--- src/rtl/data_mem_pkg.sv ---
// Shared constants, FSM encoding and address-fault helper for the MEM-stage data responder.
package data_mem_pkg;

    localparam int unsigned DEPTH_DEFAULT   = 64;
    localparam int unsigned LATENCY_DEFAULT = 2;

    typedef enum logic [1:0] {
        IDLE = 2'd0,
        WAIT = 2'd1,
        RESP = 2'd2
    } state_e;

    // A byte address faults if it is not word aligned or reaches past the last word.
    function automatic logic addr_fault(input logic [31:0] addr, input int unsigned aw);
        return (addr[1:0] != 2'b00) || ((addr >> (aw + 32'd2)) != 32'd0);
    endfunction

endpackage

--- src/rtl/dmem_array.sv ---
// DEPTH x 32 data word store: synchronous write, combinational read, async active-low clear.
module dmem_array #(
    parameter int unsigned DEPTH = 64
) (
    input  logic                     clk_i,
    input  logic                     rst_ni,
    input  logic                     we_i,
    input  logic [$clog2(DEPTH)-1:0] addr_i,
    input  logic [31:0]              wdata_i,
    output logic [31:0]              rdata_o
);

    logic [31:0] mem_q [DEPTH];

    always_ff @(posedge clk_i or negedge rst_ni) begin
        if (!rst_ni) begin
            for (int unsigned i = 0; i < DEPTH; i++) begin
                mem_q[i] <= '0;
            end
        end else if (we_i) begin
            mem_q[addr_i] <= wdata_i;
        end
    end

    assign rdata_o = mem_q[addr_i];

endmodule

--- src/rtl/data_mem_responder.sv ---
// Fixed-latency data memory responder for the MEM stage: accepts one access at a time,
// holds the pipeline while it is in flight and returns a single-cycle response strobe.
module data_mem_responder
    import data_mem_pkg::*;
#(
    parameter int unsigned DEPTH   = DEPTH_DEFAULT,
    parameter int unsigned LATENCY = LATENCY_DEFAULT
) (
    input  logic        Clk,
    input  logic        Reset,
    input  logic        req_valid,
    input  logic        req_write,
    input  logic [31:0] req_addr,
    input  logic [31:0] req_wdata,
    output logic        req_ready,
    output logic        resp_valid,
    output logic [31:0] resp_rdata,
    output logic        resp_err,
    output logic        stall
);

    localparam int unsigned AW       = $clog2(DEPTH);
    localparam logic [2:0]  CNT_LOAD = (LATENCY >= 2) ? 3'(LATENCY - 2) : 3'd0;

    state_e      state_q;
    logic [2:0]  cnt_q;
    logic        wr_q;
    logic [31:0] addr_q;
    logic [31:0] wdata_q;
    logic        resp_valid_q;
    logic        resp_err_q;
    logic [31:0] resp_rdata_q;

    logic          accept;
    logic          enter_resp;
    logic          acc_write;
    logic          acc_fault;
    logic          mem_we;
    logic [31:0]   acc_addr;
    logic [31:0]   acc_wdata;
    logic [31:0]   mem_rdata;
    logic [31:0]   resp_rdata_d;
    logic [AW-1:0] acc_idx;

    assign accept = (state_q == IDLE) && req_valid;

    // With LATENCY=1 the access enters RESP on its own accepting edge, so the live
    // request is used while IDLE and the captured copy afterwards.
    assign acc_write = (state_q == IDLE) ? req_write : wr_q;
    assign acc_addr  = (state_q == IDLE) ? req_addr  : addr_q;
    assign acc_wdata = (state_q == IDLE) ? req_wdata : wdata_q;
    assign acc_idx   = acc_addr[AW+1:2];
    assign acc_fault = addr_fault(acc_addr, AW);

    assign enter_resp   = (accept && (LATENCY == 32'd1)) ||
                          ((state_q == WAIT) && (cnt_q == 3'd0));
    assign mem_we       = enter_resp && acc_write && !acc_fault;
    assign resp_rdata_d = (acc_write || acc_fault) ? '0 : mem_rdata;

    dmem_array #(
        .DEPTH(DEPTH)
    ) u_dmem_array (
        .clk_i  (Clk),
        .rst_ni (Reset),
        .we_i   (mem_we),
        .addr_i (acc_idx),
        .wdata_i(acc_wdata),
        .rdata_o(mem_rdata)
    );

    always_ff @(posedge Clk or negedge Reset) begin
        if (!Reset) begin
            state_q      <= IDLE;
            cnt_q        <= '0;
            wr_q         <= 1'b0;
            addr_q       <= '0;
            wdata_q      <= '0;
            resp_valid_q <= 1'b0;
            resp_err_q   <= 1'b0;
            resp_rdata_q <= '0;
        end else begin
            resp_valid_q <= 1'b0;
            resp_err_q   <= 1'b0;
            resp_rdata_q <= '0;
            if (enter_resp) begin
                resp_valid_q <= 1'b1;
                resp_err_q   <= acc_fault;
                resp_rdata_q <= resp_rdata_d;
            end
            case (state_q)
                IDLE: begin
                    if (req_valid) begin
                        wr_q    <= req_write;
                        addr_q  <= req_addr;
                        wdata_q <= req_wdata;
                        if (LATENCY == 32'd1) begin
                            state_q <= RESP;
                        end else begin
                            state_q <= WAIT;
                            cnt_q   <= CNT_LOAD;
                        end
                    end
                end
                WAIT: begin
                    if (cnt_q == 3'd0) begin
                        state_q <= RESP;
                    end else begin
                        cnt_q <= cnt_q - 3'd1;
                    end
                end
                RESP:    state_q <= IDLE;
                default: state_q <= IDLE;
            endcase
        end
    end

    assign req_ready  = (state_q == IDLE);
    assign stall      = accept || (state_q == WAIT);
    assign resp_valid = resp_valid_q;
    assign resp_err   = resp_err_q;
    assign resp_rdata = resp_rdata_q;

endmodule

--- config.mk ---
export PLATFORM = sky130hd
export DESIGN_NAME = data_mem_responder
export DESIGN_NICKNAME = d
export VERILOG_FILES = /design/src/rtl/data_mem_pkg.sv /design/src/rtl/dmem_array.sv /design/src/rtl/data_mem_responder.sv
export SDC_FILE = /design/constraint.sdc
export NUM_CORES = 2
export LEC_CHECK = 0
export ABC_AREA = 0
export BUFFER_PORTS_ARGS = -buffer_cell sky130_fd_sc_hd__buf_2
export CAP_MARGIN = 5
export CORE_MARGIN = 2
export CORE_UTILIZATION = 50
export DETAILED_ROUTE_END_ITERATION = 6
export PLACE_DENSITY = 0.76
export SLEW_MARGIN = 20
export SYNTH_ARGS = -nofsm -noshare
export SYNTH_HDL_FRONTEND = slang
export SYNTH_SLANG_ARGS = --single-unit
--- constraint.sdc ---
create_clock -name Clk -period 3.5 [get_ports Clk]
set_input_delay 0.175 -clock Clk [delete_from_list [all_inputs] [get_ports Clk]]
set_output_delay 0.175 -clock Clk [all_outputs]
set_load 0.02 [all_outputs]
==> impl_metrics.env <==
export IMPL_crit_arrival_ps=4310
export IMPL_grt_antenna_before_repair=21
export IMPL_clock_path_buffers=3
export IMPL_vias=81400
export IMPL_grt_util_all_layers=0.3961
export IMPL_grt_pass1_vias=77990
export IMPL_violations="DRC, setup timing"
export IMPL_hold_end="addr_q[21]"
export IMPL_synth_edf_count=0
export IMPL_die_area_um2=184200
export IMPL_synthTopCellsByCount="dfrtp_1 (2,152), nand2_1 (2,124), o21ai_0 (1,156)"
export IMPL_crit_family="compound AO/OA/AOI/OAI gates"
export IMPL_synth_top_family_by_area="compound AO/OA/AOI/OAI gates"
export IMPL_syn_nets=9586
export IMPL_hp_class="in -> reg"
export IMPL_clock_latency_ps=910
export IMPL_critPathRequiredTime_ps=4290
export IMPL_ys_ff_latch=2152
export IMPL_synthFlopType="dfrtp_1"
export IMPL_antenna_left=0
export IMPL_p_leak_nw=47.63
export IMPL_syn_avg_cell_area_um2=9.501
export IMPL_yosysMostFrequentCell="dfrtp_1"
export IMPL_ctsRootBufferMaster="clkbuf_16"
export IMPL_fp_dieH_um=429.2
export IMPL_grt_first_pass_wirelength_um=534000
export IMPL_dr_pass1_iters=7
export IMPL_path_buf_inv=2
export IMPL_critPathKind="reg -> reg"
export IMPL_wl_per_cell_um=30.61
export IMPL_synthMuxAreaShare=0.01655
export IMPL_synth_area_leaders="dfrtp_1 (60%), nand2_1 (8.8%), o21ai_0 (6.4%), o22ai_1 (4.9%), o21ai_1 (3.8%)"
export IMPL_total_power_mw=82.33
export IMPL_syn2layout_area_growth_pct=16.87
export IMPL_fin_crit_ps=3518
export IMPL_cpMostUsedCell="buf_12"
export IMPL_placed_area_um2=97160
export IMPL_drive_gt1_frac=0.1232
export IMPL_stdcell_count=12090
export IMPL_synth_xor_area_share=0.00009687
export IMPL_die_w_um=429.2
export IMPL_hold_depth=3
export IMPL_final_nets=9594
export IMPL_slowest_stage="o41ai_1"
export IMPL_fin_crit_sh=1.005
export IMPL_power_density_nw_per_um2=779.1
export IMPL_clk_pin_slew_ps=70
export IMPL_drtIter0Drc=13200
export IMPL_run_status="finished, violations left"
export IMPL_path_max_fanout=37
export IMPL_dp_worst_setup_slack_ps=-549.2
export IMPL_r2r_cells=8
export IMPL_start_util=0.5019
export IMPL_synth_top_area_share=0.5956
export IMPL_rrSetupSlack_ps=-20
export IMPL_synth_adder_area_share=0.0002768
export IMPL_numCtsBuffers=210
export IMPL_slew_viol_final=0
export IMPL_wl_um=370000
export IMPL_slew_headroom=0.2920
export IMPL_dp_cells=11590
export IMPL_vdd_drop_max_mv=1.298
export IMPL_core_area_um2=180200
export IMPL_grt_overflow=0
export IMPL_num_rows=156
export IMPL_synth_cell_types=76
export IMPL_cpPeakStageDelay_ps=720
export IMPL_synthCells=9516
export IMPL_ys_seq_area_frac=0.5956
export IMPL_cp_num_cells=8
export IMPL_setup_viol=3
export IMPL_final_hold_viol_count=0
export IMPL_drc=2
export IMPL_grt_max_degree=158
export IMPL_end_kind="flip-flop"
export IMPL_async_reset_ff_frac=1.000
export IMPL_path_cells="o21a_2 > a22oi_2 > buf_12 > buf_12 > o221ai_1 > o41ai_1 > nand4b_1 > and4b_1"
export IMPL_cts_tree="yes"
export IMPL_tightest_slew_ps=1053
export IMPL_synth_top_area_cell="dfrtp_1"
export IMPL_timing_rr_start="state_q[1]"
export IMPL_stdcell_area_um2=105700
export IMPL_start_kind="flip-flop"
export IMPL_worst_r2r_endpoint="resp_rdata[24]"
export IMPL_port_buffer_count=103
export IMPL_vias_per_cell=6.734
export IMPL_synth_compound_area_share=0.2037
export IMPL_fillers=14550
export IMPL_skew_ps=63.35
export IMPL_cts_num_sinks=2152
export IMPL_max_freq_mhz=284.3
export IMPL_yosysWarnings=0
export IMPL_place_gp_congestion=0.9607
export IMPL_post_dp_hpwl_um=215600
export IMPL_fin_ws_ps=-17.83
export IMPL_cts_max_level=4
export IMPL_worstHoldStart="req_addr[21]"
export IMPL_maxCapViolations=0
export IMPL_io_pins=104
export IMPL_netlist_area_um2=90410
export IMPL_synthSimpleGateAreaFrac=0.1415
export IMPL_setup_tns_ps=-36.18
==> sequential cells by signal, indices dropped and copies added, names as in the netlist <==
name / count
state_q: 2
resp_valid: 1
resp_err: 1
cnt_q: 3
addr_q: 32
wr_q: 1
u_dmem_array.mem_q: 2048
wdata_q: 32
resp_rdata: 32
==> cells in the final DEF (no fill, tap or decap), types with 31 or more instances in the layout <==
cell type,Yosys,final
buf_2,260,102
dfrtp_1,2152,2149
nand3_1,39,34
dlygate4sd3_1,0,77
clkinv_2,0,31
clkbuf_1,564,50
o21ai_0,1156,1154
buf_4,13,298
o22ai_1,711,711
mux2i_4,1,35
o41ai_1,37,33
nand2_1,2124,2117
nor4_1,113,99
nand3_4,28,56
nor2_1,448,445
a31oi_1,39,39
buf_12,0,205
mux2i_1,73,39
mux2_2,66,66
a21oi_1,498,498
clkbuf_8,0,58
nor3_1,95,95
o21ai_1,684,685
clkbuf_16,0,211
==> per-stage QoR <==
step | hold WS (ps) | utilization
after CTS | 35.50 | 0.5857
after global placement | 172.0 | 0.5393
after global routing | 92.72 | 0.5864
final | 93.01 | 0.5865
after detailed placement | 173.8 | 0.5393
after floorplan | -120.6 | -
==> worst reg2reg max path: cells and delay by family, from the launching register on <==
family	cells	cell delay (ps)
compound gates	4	1680
buf+inv	2	590
flops	1	490
simple gates	2	650
==> area by class of cell <==
class	count	area [um2]	area share
Inverter	10	42.54	0.0004026
Clock inverter	73	1023	0.009686
Clock buffer	318	6241	0.05906
Sequential cell	2152	53860	0.5097
Tap cell	2370	2965	0.02806
Multi-Input combinational cell	6461	33730	0.3192
Timing Repair Buffer	689	7769	0.07352
Antenna cell	15	37.54	0.0003552
==> power by group <==
group | switching (mW) | internal (mW) | total, mW
Combinational | 22.7 | 10.0 | 32.8
Clock | 10.3 | 13.5 | 23.8
Sequential | 0.404 | 25.3 | 25.7
==> what timing repair did <==
action                     in CTS  in global routing
buffers inserted               10                  3
setup endpoints to repair    1834                 48
pin swaps                       6                  3
hold buffers                   78                  0
gates resized for setup        32                 15
hold endpoints to repair     2506                  0
gates cloned                    1                  1
==> worst max-delay path by stage <==
stage | to | from
after floorplan | u_dmem_array.mem_q[53] | addr_q[14]
after global placement | resp_rdata[29] | state_q[1]
after detailed placement | resp_rdata[27] | req_addr[14]
after CTS | resp_rdata[8] | state_q[1]
after global routing | u_dmem_array.mem_q[961] | state_q[0]
final | resp_rdata[24] | state_q[1]
==> cell families after synthesis <==
| family | Yosys count |
|---|---|
| xor gates and xnor gates | 1 |
| adders and majority gates | 2 |
| muxes | 140 |
| AOI/OAI and AO/OA | 3313 |
| buffers and inverters | 903 |
| DFF | 2152 |
| and+or+nand+nor | 3005 |
==> per-layer routing <==
metal	vias up	GRT usage	wire length, um
li1	33410	-	-
met2	6751	0.5617	154500
met1	39350	0.5074	128900
met4	22	0.2809	32480
met5	-	0	166
met3	1864	0.1367	53950
No activity file was read; power rests on OpenSTA's default activity.
